`src/rtl/dial_pkg.sv`:
```
// Shared constants and helpers for the paced quadrature dial emulator.
package dial_pkg;

    localparam int unsigned PHASE_W = 2;
    localparam int unsigned DELTA_W = 8;

    // Phase index to dial pins, indexed by phase: p0=00, p1=01, p2=11, p3=10.
    localparam logic [3:0][PHASE_W-1:0] PHASE_DIAL = {2'b10, 2'b11, 2'b01, 2'b00};

    // Idle phase; the core reads dial=11 as the resting position.
    localparam logic [PHASE_W-1:0] RESET_PHASE = 2'd2;

    // Signed add clipped symmetrically to +/-(2^(width-1)-1).
    function automatic logic signed [31:0] sat_add(
        input logic signed [31:0] a,
        input logic signed [31:0] b,
        input int unsigned        width
    );
        logic signed [31:0] lim;
        logic signed [31:0] sum;
        lim = (32'sd1 <<< (width - 32'd1)) - 32'sd1;
        sum = a + b;
        if (sum > lim) begin
            sat_add = lim;
        end else if (sum < -lim) begin
            sat_add = -lim;
        end else begin
            sat_add = sum;
        end
    endfunction

endpackage

```
`src/rtl/dial_tick_gen.sv`:
```
// Step-rate prescaler: one-cycle registered tick every STEP_DIV clocks.
module dial_tick_gen #(
    parameter int unsigned STEP_DIV = 12000
) (
    input  logic clk,
    input  logic reset_n,
    output logic tick
);

    localparam int unsigned CNT_W = (STEP_DIV > 2) ? $clog2(STEP_DIV) : 1;
    localparam logic [CNT_W-1:0] CNT_LAST = CNT_W'(STEP_DIV - 1);
    localparam logic [CNT_W-1:0] CNT_PRE  = CNT_W'(STEP_DIV - 2);

    logic [CNT_W-1:0] cnt;

    // tick is raised one edge early so it is high exactly while cnt sits at terminal count
    always_ff @(posedge clk or negedge reset_n) begin
        if (!reset_n) begin
            cnt  <= '0;
            tick <= 1'b0;
        end else begin
            cnt  <= (cnt == CNT_LAST) ? '0 : cnt + 1'b1;
            tick <= (cnt == CNT_PRE);
        end
    end

endmodule

```
`src/rtl/dial_quadrature.sv`:
```
// Spinner/dial emulator: merges held directions and relative spinner deltas
// into a saturating step backlog and emits Gray-coded phases at the tick rate.
module dial_quadrature
    import dial_pkg::*;
#(
    parameter int unsigned STEP_DIV   = 12000,
    parameter int unsigned REPEAT_DIV = 4,
    parameter int unsigned PEND_W     = 8
) (
    input  logic               clk,
    input  logic               reset_n,
    input  logic               enable,
    input  logic               hold_cw,
    input  logic               hold_ccw,
    input  logic               spin_strobe,
    input  logic [DELTA_W-1:0] spin_delta,
    output logic [PHASE_W-1:0] dial,
    output logic               busy
);

    localparam int unsigned SUM_W = ((PEND_W > DELTA_W) ? PEND_W : DELTA_W) + 2;
    localparam int unsigned REP_W = (REPEAT_DIV > 2) ? $clog2(REPEAT_DIV) : 1;
    localparam logic [REP_W-1:0] REP_LAST = REP_W'(REPEAT_DIV - 1);

    logic                     tick;
    logic [PHASE_W-1:0]       phase;
    logic [PHASE_W-1:0]       phase_next;
    logic signed [PEND_W-1:0] pending;
    logic signed [PEND_W-1:0] pending_next;
    logic [REP_W-1:0]         rep_cnt;
    logic [REP_W-1:0]         rep_cur;
    logic [REP_W-1:0]         rep_next;
    logic [1:0]               hold_prev;
    logic                     one_hold;
    logic                     hold_fresh;
    logic                     repeat_evt;
    logic                     pend_pos;
    logic                     pend_neg;
    logic signed [SUM_W-1:0]  add_strobe;
    logic signed [SUM_W-1:0]  add_hold;
    logic signed [SUM_W-1:0]  consume;
    logic signed [SUM_W-1:0]  sum_in;

    dial_tick_gen #(
        .STEP_DIV (STEP_DIV)
    ) u_tick_gen (
        .clk     (clk),
        .reset_n (reset_n),
        .tick    (tick)
    );

    // Repeat pacing: a fresh single-direction hold presets the counter so the
    // first held step lands on the very next tick.
    always_comb begin
        one_hold   = hold_cw ^ hold_ccw;
        hold_fresh = one_hold && ({hold_cw, hold_ccw} != hold_prev);
        rep_cur    = hold_fresh ? REP_LAST : rep_cnt;
        repeat_evt = tick && one_hold && (rep_cur == REP_LAST);
        rep_next   = rep_cur;
        if (!one_hold) begin
            rep_next = '0;
        end else if (tick) begin
            rep_next = repeat_evt ? '0 : rep_cur + 1'b1;
        end
    end

    // Backlog update; consume is decided from the registered pending only, so
    // a strobe landing on a tick cycle waits for the next tick.
    always_comb begin
        pend_neg   = pending[PEND_W-1];
        pend_pos   = !pend_neg && (pending != '0);
        add_strobe = spin_strobe ? SUM_W'($signed(spin_delta)) : '0;
        add_hold   = '0;
        if (repeat_evt) begin
            add_hold = hold_cw ? SUM_W'(1) : '1;
        end
        consume    = '0;
        phase_next = phase;
        if (tick && pend_pos) begin
            consume    = SUM_W'(1);
            phase_next = phase + 2'd1;
        end else if (tick && pend_neg) begin
            consume    = '1;
            phase_next = phase - 2'd1;
        end
        sum_in       = SUM_W'(pending) + add_strobe + add_hold;
        pending_next = PEND_W'(sat_add(32'(sum_in), 32'(-consume), PEND_W));
    end

    always_ff @(posedge clk or negedge reset_n) begin
        if (!reset_n) begin
            phase     <= RESET_PHASE;
            dial      <= PHASE_DIAL[RESET_PHASE];
            pending   <= '0;
            busy      <= 1'b0;
            rep_cnt   <= '0;
            hold_prev <= '0;
        end else if (!enable) begin
            phase     <= RESET_PHASE;
            dial      <= PHASE_DIAL[RESET_PHASE];
            pending   <= '0;
            busy      <= 1'b0;
            rep_cnt   <= '0;
            hold_prev <= '0;
        end else begin
            phase     <= phase_next;
            dial      <= PHASE_DIAL[phase_next];
            pending   <= pending_next;
            busy      <= (pending_next != '0);
            rep_cnt   <= rep_next;
            hold_prev <= {hold_cw, hold_ccw};
        end
    end

endmodule

```
`config.mk`:
```
export PLATFORM = sky130hd
export DESIGN_NAME = dial_quadrature
export DESIGN_NICKNAME = d
export VERILOG_FILES = /design/src/rtl/dial_pkg.sv /design/src/rtl/dial_tick_gen.sv /design/src/rtl/dial_quadrature.sv
export SDC_FILE = /design/constraint.sdc
export NUM_CORES = 1
export LEC_CHECK = 0
export CAP_MARGIN = 0
export CORE_MARGIN = 8
export CORE_UTILIZATION = 65
export DETAILED_ROUTE_END_ITERATION = 16
export PLACE_DENSITY = 0.93
export SYNTH_ARGS = -nofsm -noshare
export SYNTH_HDL_FRONTEND = slang
export SYNTH_SLANG_ARGS = --single-unit
```
`constraint.sdc`:
```
create_clock -name clk -period 9.5 [get_ports clk]
set_input_delay 0.95 -clock clk [delete_from_list [all_inputs] [get_ports clk]]
set_output_delay 0.95 -clock clk [all_outputs]
set_load 0.005 [all_outputs]
```
==> results.py, run 1 <==
metrics = {
    "sta": {
        "fmax_mhz": 129,
        "finalHoldViolCount": 0,
        "final-setup-viol-count": 0,
        "slew_headroom_pct": 27.5,
        "tns_ps": 0,
        "slew_violations": 0,
        "period_share_pct": 81.9,
        "post-route-min-period_ps": 7780,
        "hold_ws_ps": 508,
        "worst_slew_pin_slew_ps": 1080,
        "fin_skew_ps": 4.03,
        "rsz0062_at_grt": "false",
    },
    "run": {
        "maxCapViolCount": 0,
    },
    "routing": {
        "finalWirelength_um": 5900,
        "firstDrtPassIters": 4,
        "via_count": 2152,
        "via_per_inst": 6.01,
        "ant_nets": 0,
        "drc": 0,
        "drt_iter0_markers": 143,
        "routedWlPerCell_um": 16.5,
    },
    "cells_and_area": {
        "drive_gt1_share_pct": 6.49,
        "multiInputGateArea_um2": 1880,
        "n_antenna_cell": 0,
        "final_cell_area_um2": 3040,
        "syn2layout_area_growth_pct": 10.6,
        "fin_util_pct": 75.5,
        "fillCellCount": 268,
        "layout_commonest_cell": "dfrtp_1",
        "layout_common_cells": "dfrtp_1, ha_1, nand2_1",
        "layout.nets": 359,
        "seqCellArea_um2": 778,
    },
    "floorplan": {
        "num_rows": 23,
        "fp.dieW_um": 81.0,
        "initial_core_util_pct": 68.3,
        "ios": 17,
        "die_area_um2": 6570,
        "die_h_um": 81.0,
        "core_um2": 4030,
    },
    "yosys": {
        "async_flop_share_pct": 100,
        "synth_cells": 286,
        "synthFlopType": "dfrtp_1",
        "synth-edff-count": 0,
        "ys_warn_count": 0,
        "netlist_area_um2": 2750,
        "synth_seq_area_share_pct": 28.3,
        "synthesis.nets": 338,
        "ys_seq_elements": 31,
        "synth_cell_type_count": 53,
        "syn_avg_cell_area_um2": 9.62,
    },
    "power_and_ir_drop": {
        "peakVddDrop_mv": 0.217,
        "p_leak_nw": 1.44,
        "power_density_nw_per_um2": 270,
        "power.total_mw": 0.823,
    },
    "grt": {
        "grt_pass1_wl_um": 10000,
        "grt_max_degree": 32,
        "grt_antenna_before_repair": 0,
        "grt-ovfl-total": 0,
        "track_usage_pct": 19.2,
        "first_global_vias": 2198,
    },
    "placement": {
        "place_congestion": 0.848,
        "placed_area_um2": 2960,
        "port_buffers": 16,
        "dp_hpwl_um": 4660,
    },
    "critical_path": {
        "max_stage_delay_ps": 520,
        "arrival_ps": 7930,
        "startpoint_type": "input port",
        "required_ps": 9650,
        "cp_common_cell": "a21oi_1",
        "critPathMaxFanout": 10,
        "crit_type": "in -> reg",
        "crit_path_end_kind": "flop",
        "crit_slowest_cell": "clkdlybuf4s50_1",
    },
    "clock_tree": {
        "cts.htree.levels": 2,
        "cts_hold_buf": 0,
        "insertion_delay_ps": 280,
        "clkSinkCount": 31,
        "cts_buffer_depth": 2,
        "cts.clk_slew.worst_paths_ps": 60,
        "cts_setup_buffers": 0,
        "numCtsBuffers": 5,
        "cts_tree": "yes",
        "cts-root-buf": "clkbuf_8",
        "ctsResizeCount": 0,
    },
    "run_status": {
        "status": "completed",
    },
    "min_path": {
        "hold_path.class": "reg -> reg",
    },
}
## path summary, 6_finish.rpt
check | start | end | slack (ps) | cells after the start
max | hold_ccw | pending[0]$_DFF_PN0_ | 1720 | 29
min | u_tick_gen.cnt[7]$_DFF_PN0_ | u_tick_gen.cnt[7]$_DFF_PN0_ | 510 | 1
max reg2reg | hold_prev[1]$_DFF_PN0_ | pending[0]$_DFF_PN0_ | 2490 | 27
min reg2reg | u_tick_gen.cnt[7]$_DFF_PN0_ | u_tick_gen.cnt[7]$_DFF_PN0_ | 510 | 1
max in group asynchronous | reset_n | dial[0]$_DFF_PN1_ | 8140 | 2
min in group asynchronous | reset_n | pending[1]$_DFF_PN0_ | 1060 | 2
## per-layer routing
layer / GRT usage, % / routed length [µm] / vias to the layer above / part of all wire, %
met3: 3.64 / 176 / 12 / 3.0
met1: 24.3 / 2730 / 1022 / 46
met4: 3.39 / 92 / 0 / 1.6
li1: - / - / 1064 / -
met5: 0 / 0 / - / 0
met2: 33.4 / 2900 / 54 / 49
## power breakdown
| part | internal, mW | total (mW) | switching [mW] |
|---|---|---|---|
| Combinational | 0.248 | 0.572 | 0.324 |
| Clock | 0.0512 | 0.0953 | 0.0441 |
| Sequential | 0.144 | 0.155 | 0.0114 |
| Total | 0.443 | 0.823 | 0.379 |
## cells by family (layout without fill, tap and decap cells)
family,after synthesis,after routing,share of synthesized area [%]
AO/OA/AOI/OAI,67,67,16.9
XOR/XNOR,30,30,9.55
adder cells (fa/ha/maj),38,38,21.1
buffers and inverters,22,44,3.41
flip-flops,31,31,28.3
multiplexers,1,1,0.409
AND/OR/NAND/NOR,97,97,20.3
## layout make-up
| class | count | share of cell area [%] |
|---|---|---|
| tap | 50 | 2.06 |
| clock inverter | 1 | 0.164 |
| sequential | 31 | 25.6 |
| multi-input combinational | 233 | 61.7 |
| inverter | 18 | 2.22 |
| clock buffer | 7 | 2.51 |
| timing repair buffer | 18 | 5.76 |
## cell usage after synthesis (2+ instances only)
library cell	number	area (µm²)
a21o_1	14	105
a21oi_1	17	85.1
a31oi_1	5	31.3
a41oi_1	3	26.3
and2_1	11	68.8
and3_1	4	25.0
and4b_1	2	20.0
clkbuf_1	2	7.51
dfrtp_1	29	726
dfstp_2	2	52.6
fa_1	14	280
ha_1	24	300
inv_1	18	67.6
nand2_1	19	71.3
nand2b_1	3	18.8
nand3_1	9	45.0
nand3b_1	2	15.0
nand4_1	4	25.0
nor2_1	17	63.8
nor2b_1	6	37.5
nor3_1	2	10.0
nor4b_1	4	35.0
o2111ai_1	2	17.5
o21a_1	3	22.5
o21ai_0	10	50.1
o21bai_1	2	15.0
o31a_1	2	17.5
or2_2	3	18.8
xnor2_1	13	114
xor2_1	17	149
## state kept, by name, summed over array words and instances, names as in the netlist
name	count
u_tick_gen.cnt	14
rep_cnt	2
phase	1
u_tick_gen.tick	1
busy	1
hold_prev	2
dial	2
pending	8
## critical path, delay by kind of cell
family,cells,cell delay [ps]
AO/OA/AOI/OAI,12,2210
XOR/XNOR,1,170
AND/OR/NAND/NOR,9,1920
adder cells (fa/ha/maj),5,1940
buffers and inverters,2,710
## stage by stage
step | worst slack [ps] | cells
after floorplan | 2540 | 286
after detailed placement | 1570 | 350
after global routing | 1290 | 358
after global placement | 1820 | 350
final | 1720 | 358
after CTS | 1850 | 358
No activity file was read; power rests on OpenSTA's default activity.
==> run 2, diff against run 1 <==
--- a/config.mk
+++ b/config.mk
@@ -7,9 +7,9 @@
 export LEC_CHECK = 0
 export CAP_MARGIN = 0
 export CORE_MARGIN = 8
-export CORE_UTILIZATION = 65
+export CORE_UTILIZATION = 54
 export DETAILED_ROUTE_END_ITERATION = 16
-export PLACE_DENSITY = 0.93
+export PLACE_DENSITY = 0.83
 export SYNTH_ARGS = -nofsm -noshare
 export SYNTH_HDL_FRONTEND = slang
 export SYNTH_SLANG_ARGS = --single-unit
==> constraint.sdc (replaced) <==
create_clock -name clk -period 6.3 [get_ports clk]
set_input_delay 0.63 -clock clk [delete_from_list [all_inputs] [get_ports clk]]
set_output_delay 0.63 -clock clk [all_outputs]
set_load 0.005 [all_outputs]
==> results.py, run 2 (same netlist as run 1, synthesis figures left out) <==
metrics = {
    "critical_path": {
        "crit_type": "in -> reg",
        "crit_slowest_cell": "fa_1",
        "arrival_ps": 6340,
        "max_stage_delay_ps": 560,
        "required_ps": 6440,
        "critPathMaxFanout": 5,
        "crit_path_end_kind": "flop",
        "startpoint_type": "input port",
        "cp_common_cell": "a21o_1",
    },
    "sta": {
        "fin_skew_ps": 5.35,
        "fmax_mhz": 161,
        "period_share_pct": 98.4,
        "final-setup-viol-count": 0,
        "worst_slew_pin_slew_ps": 582,
        "hold_ws_ps": 487,
        "rsz0062_at_grt": "true",
        "slew_violations": 0,
        "post-route-min-period_ps": 6200,
        "slew_headroom_pct": 61.1,
        "finalHoldViolCount": 0,
    },
    "cells_and_area": {
        "drive_gt1_share_pct": 32.0,
        "reg_top3": "u_tick_gen.cnt: 14 flops, pending: 8 flops",
        "n_antenna_cell": 0,
        "syn2layout_area_growth_pct": 35.2,
        "largest_reg_flops": 14,
        "final_cell_area_um2": 3720,
        "final_cells": 433,
        "layout.nets": 414,
        "top_register": "u_tick_gen.cnt",
        "layout_commonest_cell": "buf_4",
        "layout_common_cells": "buf_4, dfrtp_1, ha_1",
    },
    "placement": {
        "place_congestion": 0.880,
        "placed_area_um2": 3370,
        "dp_hpwl_um": 4900,
        "port_buffers": 16,
        "place_inst": 416,
    },
    "clock_tree": {
        "insertion_delay_ps": 270,
        "clkSinkCount": 31,
        "cts_buffer_depth": 2,
        "cts.htree.levels": 2,
        "cts-root-buf": "clkbuf_8",
        "numCtsBuffers": 5,
        "cts.clk_slew.worst_paths_ps": 60,
        "cts_tree": "yes",
    },
    "grt": {
        "grt_antenna_before_repair": 0,
        "grt-ovfl-total": 0,
        "grt_max_degree": 32,
        "track_usage_pct": 17.6,
        "grt_pass1_wl_um": 10800,
        "first_global_vias": 2398,
    },
    "floorplan": {
        "core_um2": 5010,
        "fp.dieW_um": 87.4,
        "die_area_um2": 7630,
        "num_rows": 26,
        "ios": 17,
        "initial_core_util_pct": 54.9,
        "die_h_um": 87.4,
    },
    "routing": {
        "finalWirelength_um": 6780,
        "drt_iter0_markers": 133,
        "via_per_inst": 5.52,
        "drc": 0,
        "ant_nets": 0,
        "routedWlPerCell_um": 15.6,
        "firstDrtPassIters": 4,
        "via_count": 2392,
    },
    "run": {
        "maxCapViolCount": 0,
    },
    "run_status": {
        "status": "completed",
    },
    "min_path": {
        "hold_path.class": "reg -> reg",
    },
    "power_and_ir_drop": {
        "p_leak_nw": 1.75,
        "peakVddDrop_mv": 0.522,
        "power_density_nw_per_um2": 467,
    },
}
run 2: repair_timing:
action | CTS | global route
hold buffers | 0 | 0
resized for setup | 17 | 35
setup endpoints to repair | 8 | 8
buffers inserted | 4 | 5
pin swaps | 11 | 47
run 2: metrics by stage:
| step | power, mW | worst slack (ps) | utilization [%] | setup TNS (ps) |
|---|---|---|---|---|
| after floorplan | 0.955 | 7.67 | - | 0 |
| after global placement | 1.30 | -708 | 67.3 | -5190 |
| after detailed placement | 1.34 | -911 | 67.3 | -6760 |
| after CTS | 1.58 | 3.73 | 71.3 | 0 |
| after global routing | 1.87 | -262 | 74.2 | -1510 |
| final | 1.74 | 100 | 74.2 | 0 |
run 2: power breakdown:
| part | switching, mW | leakage, nW | internal, mW |
|---|---|---|---|
| clock | 0.0706 | 0.0612 | 0.128 |
| combinational | 0.643 | 1.29 | 0.658 |
| sequential | 0.0197 | 0.399 | 0.217 |
| total | 0.734 | 1.75 | 1.00 |
run 2: path summary, 6_finish.rpt:
check                                       startpoint                          end  slack (ps)  cells past startpoint
max                                           hold_ccw         pending[0]$_DFF_PN0_         100                     29
min                        u_tick_gen.cnt[7]$_DFF_PN0_  u_tick_gen.cnt[7]$_DFF_PN0_         490                      1
max reg2reg                     hold_prev[0]$_DFF_PN0_         pending[0]$_DFF_PN0_         100                     30
min reg2reg                u_tick_gen.cnt[7]$_DFF_PN0_  u_tick_gen.cnt[7]$_DFF_PN0_         490                      1
max in group asynchronous                      reset_n            dial[1]$_DFF_PN1_        5240                      2
min in group asynchronous                      reset_n  u_tick_gen.cnt[8]$_DFF_PN0_         750                      2
run 2: final cells by class:
class	count	area, µm²
multi-input combinational	233	2070
fill	338	1290
sequential	31	778
timing repair buffer	73	596
tap	70	87.6
clock buffer	6	82.6
inverter	18	67.6
clock inverter	2	35.0
run 2: routing by layer:
layer | GRT usage (%) | up-vias | share of wire, %
met3 | 2.36 | 14 | 3.0
met4 | 6.41 | 0 | 2.3
met2 | 32.4 | 55 | 54
met5 | 0 | - | 0
li1 | - | 1173 | -
met1 | 20.0 | 1150 | 41
run 2: worst max-delay path: cells and delay by family:
kind | cells | cell delay (ps)
fa+ha+maj | 5 | 1760
buf+inv | 3 | 400
xor+xnor | 1 | 100
simple gates | 9 | 1690
compound gates | 11 | 1750
